## src/rtl/queue_write_arbiter.sv

```systemverilog
// -----------------------------------------------------------------------------
// queue_write_arbiter
//
// Round-robin arbiter that shares one bisynchronous queue write port among
// p_num_reqs val/rdy producers living in the write-clock domain. A winner is
// granted for a burst of up to p_max_burst messages, then priority rotates to
// the requester after it. The datapath is a pure combinational pass-through.
//
// Ports
//   clk      in   1                        queue write clock
//   reset_n  in   1                        asynchronous active-low reset
//   in_val   in   p_num_reqs               per-requester valid
//   in_rdy   out  p_num_reqs               per-requester ready
//   in_msg   in   p_num_reqs*p_data_width  requester i at bits [i*W +: W]
//   out_val  out  1                        to queue w_val
//   out_rdy  in   1                        from queue w_rdy
//   out_msg  out  p_data_width             to queue w_msg
//   out_src  out  clog2(p_num_reqs)        index of the granted requester
// -----------------------------------------------------------------------------
module queue_write_arbiter #(
  parameter int p_data_width = 32,
  parameter int p_num_reqs   = 4,
  parameter int p_max_burst  = 4
) (
  input  logic                                 clk,
  input  logic                                 reset_n,
  input  logic [p_num_reqs-1:0]                in_val,
  output logic [p_num_reqs-1:0]                in_rdy,
  input  logic [p_num_reqs*p_data_width-1:0]   in_msg,
  output logic                                 out_val,
  input  logic                                 out_rdy,
  output logic [p_data_width-1:0]              out_msg,
  output logic [$clog2(p_num_reqs)-1:0]        out_src
);

  localparam int c_src_w = $clog2(p_num_reqs);
  localparam int c_cnt_w = $clog2(p_max_burst + 1);

  localparam logic [c_src_w-1:0] c_last_idx = c_src_w'(p_num_reqs - 1);
  localparam logic [c_src_w-1:0] c_src_one  = c_src_w'(1);
  localparam logic [c_cnt_w-1:0] c_cnt_one  = c_cnt_w'(1);
  localparam logic [c_cnt_w-1:0] c_burst    = c_cnt_w'(p_max_burst);

  typedef enum logic [0:0] {
    ST_IDLE   = 1'b0,
    ST_LOCKED = 1'b1
  } state_e;

  state_e               state_q, state_d;
  logic [c_src_w-1:0]   prio_q,  prio_d;
  logic [c_src_w-1:0]   owner_q, owner_d;
  logic [c_cnt_w-1:0]   cnt_q,   cnt_d;

  logic                 found_s;
  logic [c_src_w-1:0]   grant_s;
  logic [c_src_w-1:0]   sel_s;
  logic                 val_s;
  logic                 rdy_en_s;
  logic [p_data_width-1:0] msg_s;
  logic [c_cnt_w-1:0]   cnt_inc_s;

  // Successor index modulo p_num_reqs (works for non-power-of-2 counts).
  function automatic logic [c_src_w-1:0] next_idx(input logic [c_src_w-1:0] idx);
    logic [c_src_w-1:0] res;
    if (idx == c_last_idx) begin
      res = '0;
    end else begin
      res = idx + c_src_one;
    end
    return res;
  endfunction

  // Round-robin search: first valid requester starting at prio_q, wrapping.
  always_comb begin : search_p
    logic [c_src_w-1:0] idx_v;
    logic               hit_v;
    found_s = 1'b0;
    grant_s = '0;
    idx_v   = prio_q;
    hit_v   = 1'b0;
    for (int k = 0; k < p_num_reqs; k++) begin
      hit_v   = !found_s && in_val[idx_v];
      grant_s = hit_v ? idx_v : grant_s;
      found_s = found_s || hit_v;
      idx_v   = next_idx(idx_v);
    end
  end

  assign cnt_inc_s = cnt_q + c_cnt_one;

  // Next-state logic and grant selection for the IDLE/LOCKED machine.
  always_comb begin
    state_d  = state_q;
    prio_d   = prio_q;
    owner_d  = owner_q;
    cnt_d    = cnt_q;
    sel_s    = '0;
    val_s    = 1'b0;
    rdy_en_s = 1'b0;
    case (state_q)
      ST_IDLE: begin
        sel_s    = grant_s;
        val_s    = found_s;
        rdy_en_s = found_s;
        if (found_s) begin
          // Any offered message locks the grant: a stall must pin the output,
          // and a multi-message burst continues in LOCKED.
          if (out_rdy && (p_max_burst == 1)) begin
            prio_d = next_idx(grant_s);
          end else if (out_rdy) begin
            state_d = ST_LOCKED;
            owner_d = grant_s;
            cnt_d   = c_cnt_one;
          end else begin
            state_d = ST_LOCKED;
            owner_d = grant_s;
            cnt_d   = '0;
          end
        end else begin
          state_d = ST_IDLE;
        end
      end
      ST_LOCKED: begin
        sel_s    = owner_q;
        val_s    = in_val[owner_q];
        rdy_en_s = 1'b1;
        if (!in_val[owner_q] || (out_rdy && (cnt_inc_s == c_burst))) begin
          // Release: owner went idle (one bubble) or burst exhausted.
          state_d = ST_IDLE;
          prio_d  = next_idx(owner_q);
          cnt_d   = '0;
        end else if (out_rdy) begin
          cnt_d = cnt_inc_s;
        end else begin
          // Stalls do not count toward the burst.
          cnt_d = cnt_q;
        end
      end
      default: begin
        state_d = ST_IDLE;
        prio_d  = '0;
        owner_d = '0;
        cnt_d   = '0;
      end
    endcase
  end

  // Message mux for the selected requester.
  always_comb begin
    msg_s = '0;
    for (int i = 0; i < p_num_reqs; i++) begin
      msg_s = (sel_s == c_src_w'(i)) ? in_msg[i*p_data_width +: p_data_width] : msg_s;
    end
  end

  // Outputs are forced to zero combinationally while reset_n is low so the
  // queue sees nothing the instant reset asserts, not at the next edge.
  always_comb begin
    out_val = reset_n & val_s;
    out_src = reset_n ? sel_s : '0;
    out_msg = reset_n ? msg_s : '0;
    for (int i = 0; i < p_num_reqs; i++) begin
      in_rdy[i] = reset_n & rdy_en_s & out_rdy & (sel_s == c_src_w'(i));
    end
  end

  // State, priority pointer, owner and burst counter registers.
  always_ff @(posedge clk or negedge reset_n) begin
    if (!reset_n) begin
      state_q <= ST_IDLE;
      prio_q  <= '0;
      owner_q <= '0;
      cnt_q   <= '0;
    end else begin
      state_q <= state_d;
      prio_q  <= prio_d;
      owner_q <= owner_d;
      cnt_q   <= cnt_d;
    end
  end

endmodule

```

## config.mk

```make
export PLATFORM = sky130hd
export DESIGN_NAME = queue_write_arbiter
export DESIGN_NICKNAME = d
export VERILOG_FILES = /design/src/rtl/queue_write_arbiter.sv
export SDC_FILE = /design/constraint.sdc
export NUM_CORES = 1
export LEC_CHECK = 0
export BUFFER_PORTS_ARGS = -buffer_cell sky130_fd_sc_hd__buf_2
export CAP_MARGIN = 10
export CORE_MARGIN = 3
export CORE_UTILIZATION = 36
export DETAILED_ROUTE_END_ITERATION = 7
export MAX_ROUTING_LAYER = met4
export PLACE_DENSITY = 0.79
export SLEW_MARGIN = 20
export SYNTH_ARGS = -nofsm -noshare
export SYNTH_HDL_FRONTEND = slang
export SYNTH_SLANG_ARGS = --single-unit
```

## constraint.sdc

```tcl
create_clock -name clk -period 2.9 [get_ports clk]
set_input_delay 0.435 -clock clk [delete_from_list [all_inputs] [get_ports clk]]
set_output_delay 0.435 -clock clk [all_outputs]
set_load 0.02 [all_outputs]
```

==> summary.txt <==
Outcome
  – Outcome: complete, but fails checks
  – Violated checks: negative setup slack

Clocking
  – TritonCTS Buffers: 3
  – Clock slew at reported path FFs: 40 ps
  – Clock Tree Buf Depth: 2
  – CTS Hold Buffers Added: 0
  – CTS Sinks: 8
  – Clk_lat worst skew: 240 ps
  – CTS tree: yes
  – H-Tree Depth: 1
  – Root Buffer: clkbuf_8

Logic synthesis
  – Largest area contributor in the netlist: mux2i_1
  – Multiplexer area fraction after synthesis: 38.44%
  – Syn Inst Count: 237
  – Top_reg_cell synth: dfrtp_1
  – Average size of a mapped cell: around 8.6 um2
  – Simple-Gate Fraction of Synth Area: 16.61%
  – Synth async-reset ratio: 100.0%
  – Top-area cell type share of the netlist area: between 30% and 40%
  – Synth area leaders: mux2i_1 (33%), dfrtp_1 (9.8%), o22ai_1 (8.9%), mux2_2 (3.9%), o22ai_2 (3.1%)
  – Yosys reg bits: 8
  – Post-synth EDFFs: 0
  – Most frequent cells after synthesis: mux2i_1 (68), o22ai_1 (29), buf_2 (11), nor2_1 (11), nand2_1 (10)
  – Cell variety after synth: 51
  – Compound-Gate Fraction of Synth Area: 23.06%
  – Register area share after synthesis: 9.840%
  – Largest family of logic cells by synthesized area: multiplexers
  – Post-Syn Area: 0.002034 mm2
  – Adder-Cell Fraction of Synth Area: 2.460%
  – Synth Area in XOR/XNOR: less than 1%
  – Most common cell in the netlist: mux2i_1
  – Number of synthesis warnings: 0
  – Syn Nets: 376

STA
  – Min cycle time layout: 3432 ps
  – Period utilization: 118.3%
  – Fin. max-slew vios: 0
  – Setup_tns: -15,340 ps
  – Clk_skew: 2.537 ps
  – Final worst slack: -531.6 ps
  – Worst Hold Slack: 68.62 ps
  – Worst Tran Pin Value: about 400 ps
  – Final Hold Fails: 0
  – Fmax: 0.2914 GHz
  – Final setup viols: 38
  – Slew headroom: 72.65%
  – Unrepaired setup endpoints after global routing: yes

Placement
  – DP Worst Slack: -234.8 ps
  – Post-detail-place hpwl: 6585 um
  – Routability cong.: 0.8987
  – I/O Buffers: 173

Floorplanning
  – # rows: 26
  – Die height: 81.18 um
  – Number of I/O pins: 174
  – Initial Util: roughly 39%
  – Die W: 81.18 um
  – Die area: 0.006589 mm2
  – Core ar.: 0.005270 mm2

Critical path
  – Worst EP required: 2470 ps
  – Crit path max-delay family: buffers and inverters
  – Maximum fanout along the worst path: 5
  – CP Cell Sequence: ha_4 > buf_6 > mux2i_2 > mux2i_2 > o221ai_2 > o21ai_2 > o221ai_4 > buf_6 > buf_6 > buf_6 > mux2i_2 > o22ai_2 > buf_6
  – WS Path Type: reg2out
  – Setup crit end kind: output port
  – Slowest-stage cell, CP: dfrtp_1
  – Worst EP arrival: 3000 ps
  – Largest stage delay, worst path: 410 ps
  – CP bufs+invs: 5
  – CP Launch Type: flop
  – Cell repeated most along the worst path: buf_6

Global route
  – Vias in the first global route: 2,682
  – Pin count of the biggest net entering global routing: 31
  – GRT Overall Usage: 25.21%
  – Initial antenna violation count: 0
  – First-pass GRT wire length: ~13,000 um
  – Gr ovfl total: 0

Drt
  – Drt first-iter violations: between 150 and 200
  – Final ANT Viol Nets: 0
  – Residual DRC: 0
  – WL per Instance: 20.93 um
  – WL met3: between 700 and 800 um
  – Metal2 WL: about 5700 um
  – Drt via density: 5.753
  – M1 WL: 3729 um
  – Final wirelength: 10,510 um
  – TritonRoute pass-1 iters: 4
  – Routed vias: 2,888
  – Top sig layer: met4

Power and ir drop
  – Sw frac: 46.03%
  – Sequential share of power: under 10%
  – Cell Pwr Density: 1549 mW/mm2
  – Logic pwr share: 93.8%
  – Internal power: 0.003253 W
  – Peak supply drop: just over 0.001 V
  – Psw: 0.002774 W
  – Clock network fraction of design power: 2.3%
  – P_leak: approximately 1.9 nW

Min path
  – Worst hold path class: in2async

Flow run
  – Max-cap violations: 0

Layout
  – Ant. Diodes: 0
  – NumNets Final: about 570
  – Area growth syn-to-layout: 91.21%
  – Share of cells above drive strength 1: 68.52%
-- metrics by stage --
step                power (W)  area, um2  cells  utilization [%]
floorplan            0.002949       2047    237                -
global placement     0.004132       3148    485            59.73
detailed placement   0.004236       3148    485            59.73
CTS                  0.005407       3626    502            68.80
global route         0.006286       3890    502            73.81
finish               0.006027       3890    502            73.81
-- sequential cells by signal, summed over array words and instances, names as in the netlist --
| register | count |
|---|---|
| state_q | 1 |
| owner_q | 2 |
| prio_q | 2 |
| cnt_q | 3 |
-- path summary, 6_finish.rpt --
check | startpoint | endpoint | slack, ps | cells past startpoint
max | prio_q[0]$_DFFE_PN0P_ | out_msg[16] | -530 | 13
min | reset_n | prio_q[1]$_DFFE_PN0P_ | 70 | 1
max reg2reg | prio_q[0]$_DFFE_PN0P_ | cnt_q[1]$_DFFE_PN0P_ | 390 | 9
min reg2reg | cnt_q[1]$_DFFE_PN0P_ | cnt_q[1]$_DFFE_PN0P_ | 510 | 1
max in group asynchronous | reset_n | prio_q[0]$_DFFE_PN0P_ | 2620 | 1
min in group clk | cnt_q[1]$_DFFE_PN0P_ | cnt_q[1]$_DFFE_PN0P_ | 510 | 1
-- kinds of logic after synthesis --
logic type               count (synthesis)
AO/OA/AOI/OAI                           63
buffers and inverters                   33
XOR/XNOR                                 1
multiplexers                            76
flip-flops                               8
AND/OR/NAND/NOR                         52
adder cells (fa/ha/maj)                  4
-- repair_timing --
item | CTS | global route
endpoints found under the setup margin | 38 | 38
gates cloned | 5 | 1
gates resized for setup | 64 | 62
pin swaps | 20 | 25
setup buffers | 9 | 0
-- per-layer routing --
metal | track usage, % | vias up
li1 | - | 1316
met1 | 27.47 | 1377
met2 | 46.22 | 162
met3 | 3.548 | 33
met4 | 9.291 | 0
met5 | - | -
-- placed cells by master (no fill, tap or decap), drive strengths merged, types with 2 or more instances in the layout --
cell	netlist	final
clkbuf	4	4
dfrtp	8	8
nor4	3	3
and2	4	4
nor4b	6	6
and3b	2	2
mux2	7	7
mux2i	68	68
buf	22	217
a21oi	5	5
nand2b	3	3
o211ai	2	2
or2	2	2
nor3b	2	2
nand2	11	11
o21ai	9	9
o2bb2ai	3	3
ha	4	4
nor2	11	11
a31oi	2	2
o221ai	3	3
o22ai	34	34
and4bb	2	2
inv	7	7
-- final cells by class --
| cell class | instances | area (um2) |
|---|---|---|
| flip-flops and latches | 8 | 200.2 |
| repair buffers | 218 | 1567 |
| well taps | 70 | 87.58 |
| fillers | 362 | 1380 |
| multi-input cells | 196 | 1968 |
| inverters | 7 | 26.28 |
| clock buffers | 3 | 41.29 |
-- power by group through the flow --
stage          Sequential, W  Combinational [W]  Clock, W
6_report            0.000232            0.00566  0.000139
5_1_grt             0.000239            0.00590  0.000151
4_1_cts             0.000231            0.00503  0.000141
3_5_place_dp        0.000226            0.00401         0
3_3_place_gp        0.000220            0.00391         0
2_1_floorplan       0.000198            0.00275         0
No activity file was read; power rests on OpenSTA's default activity.
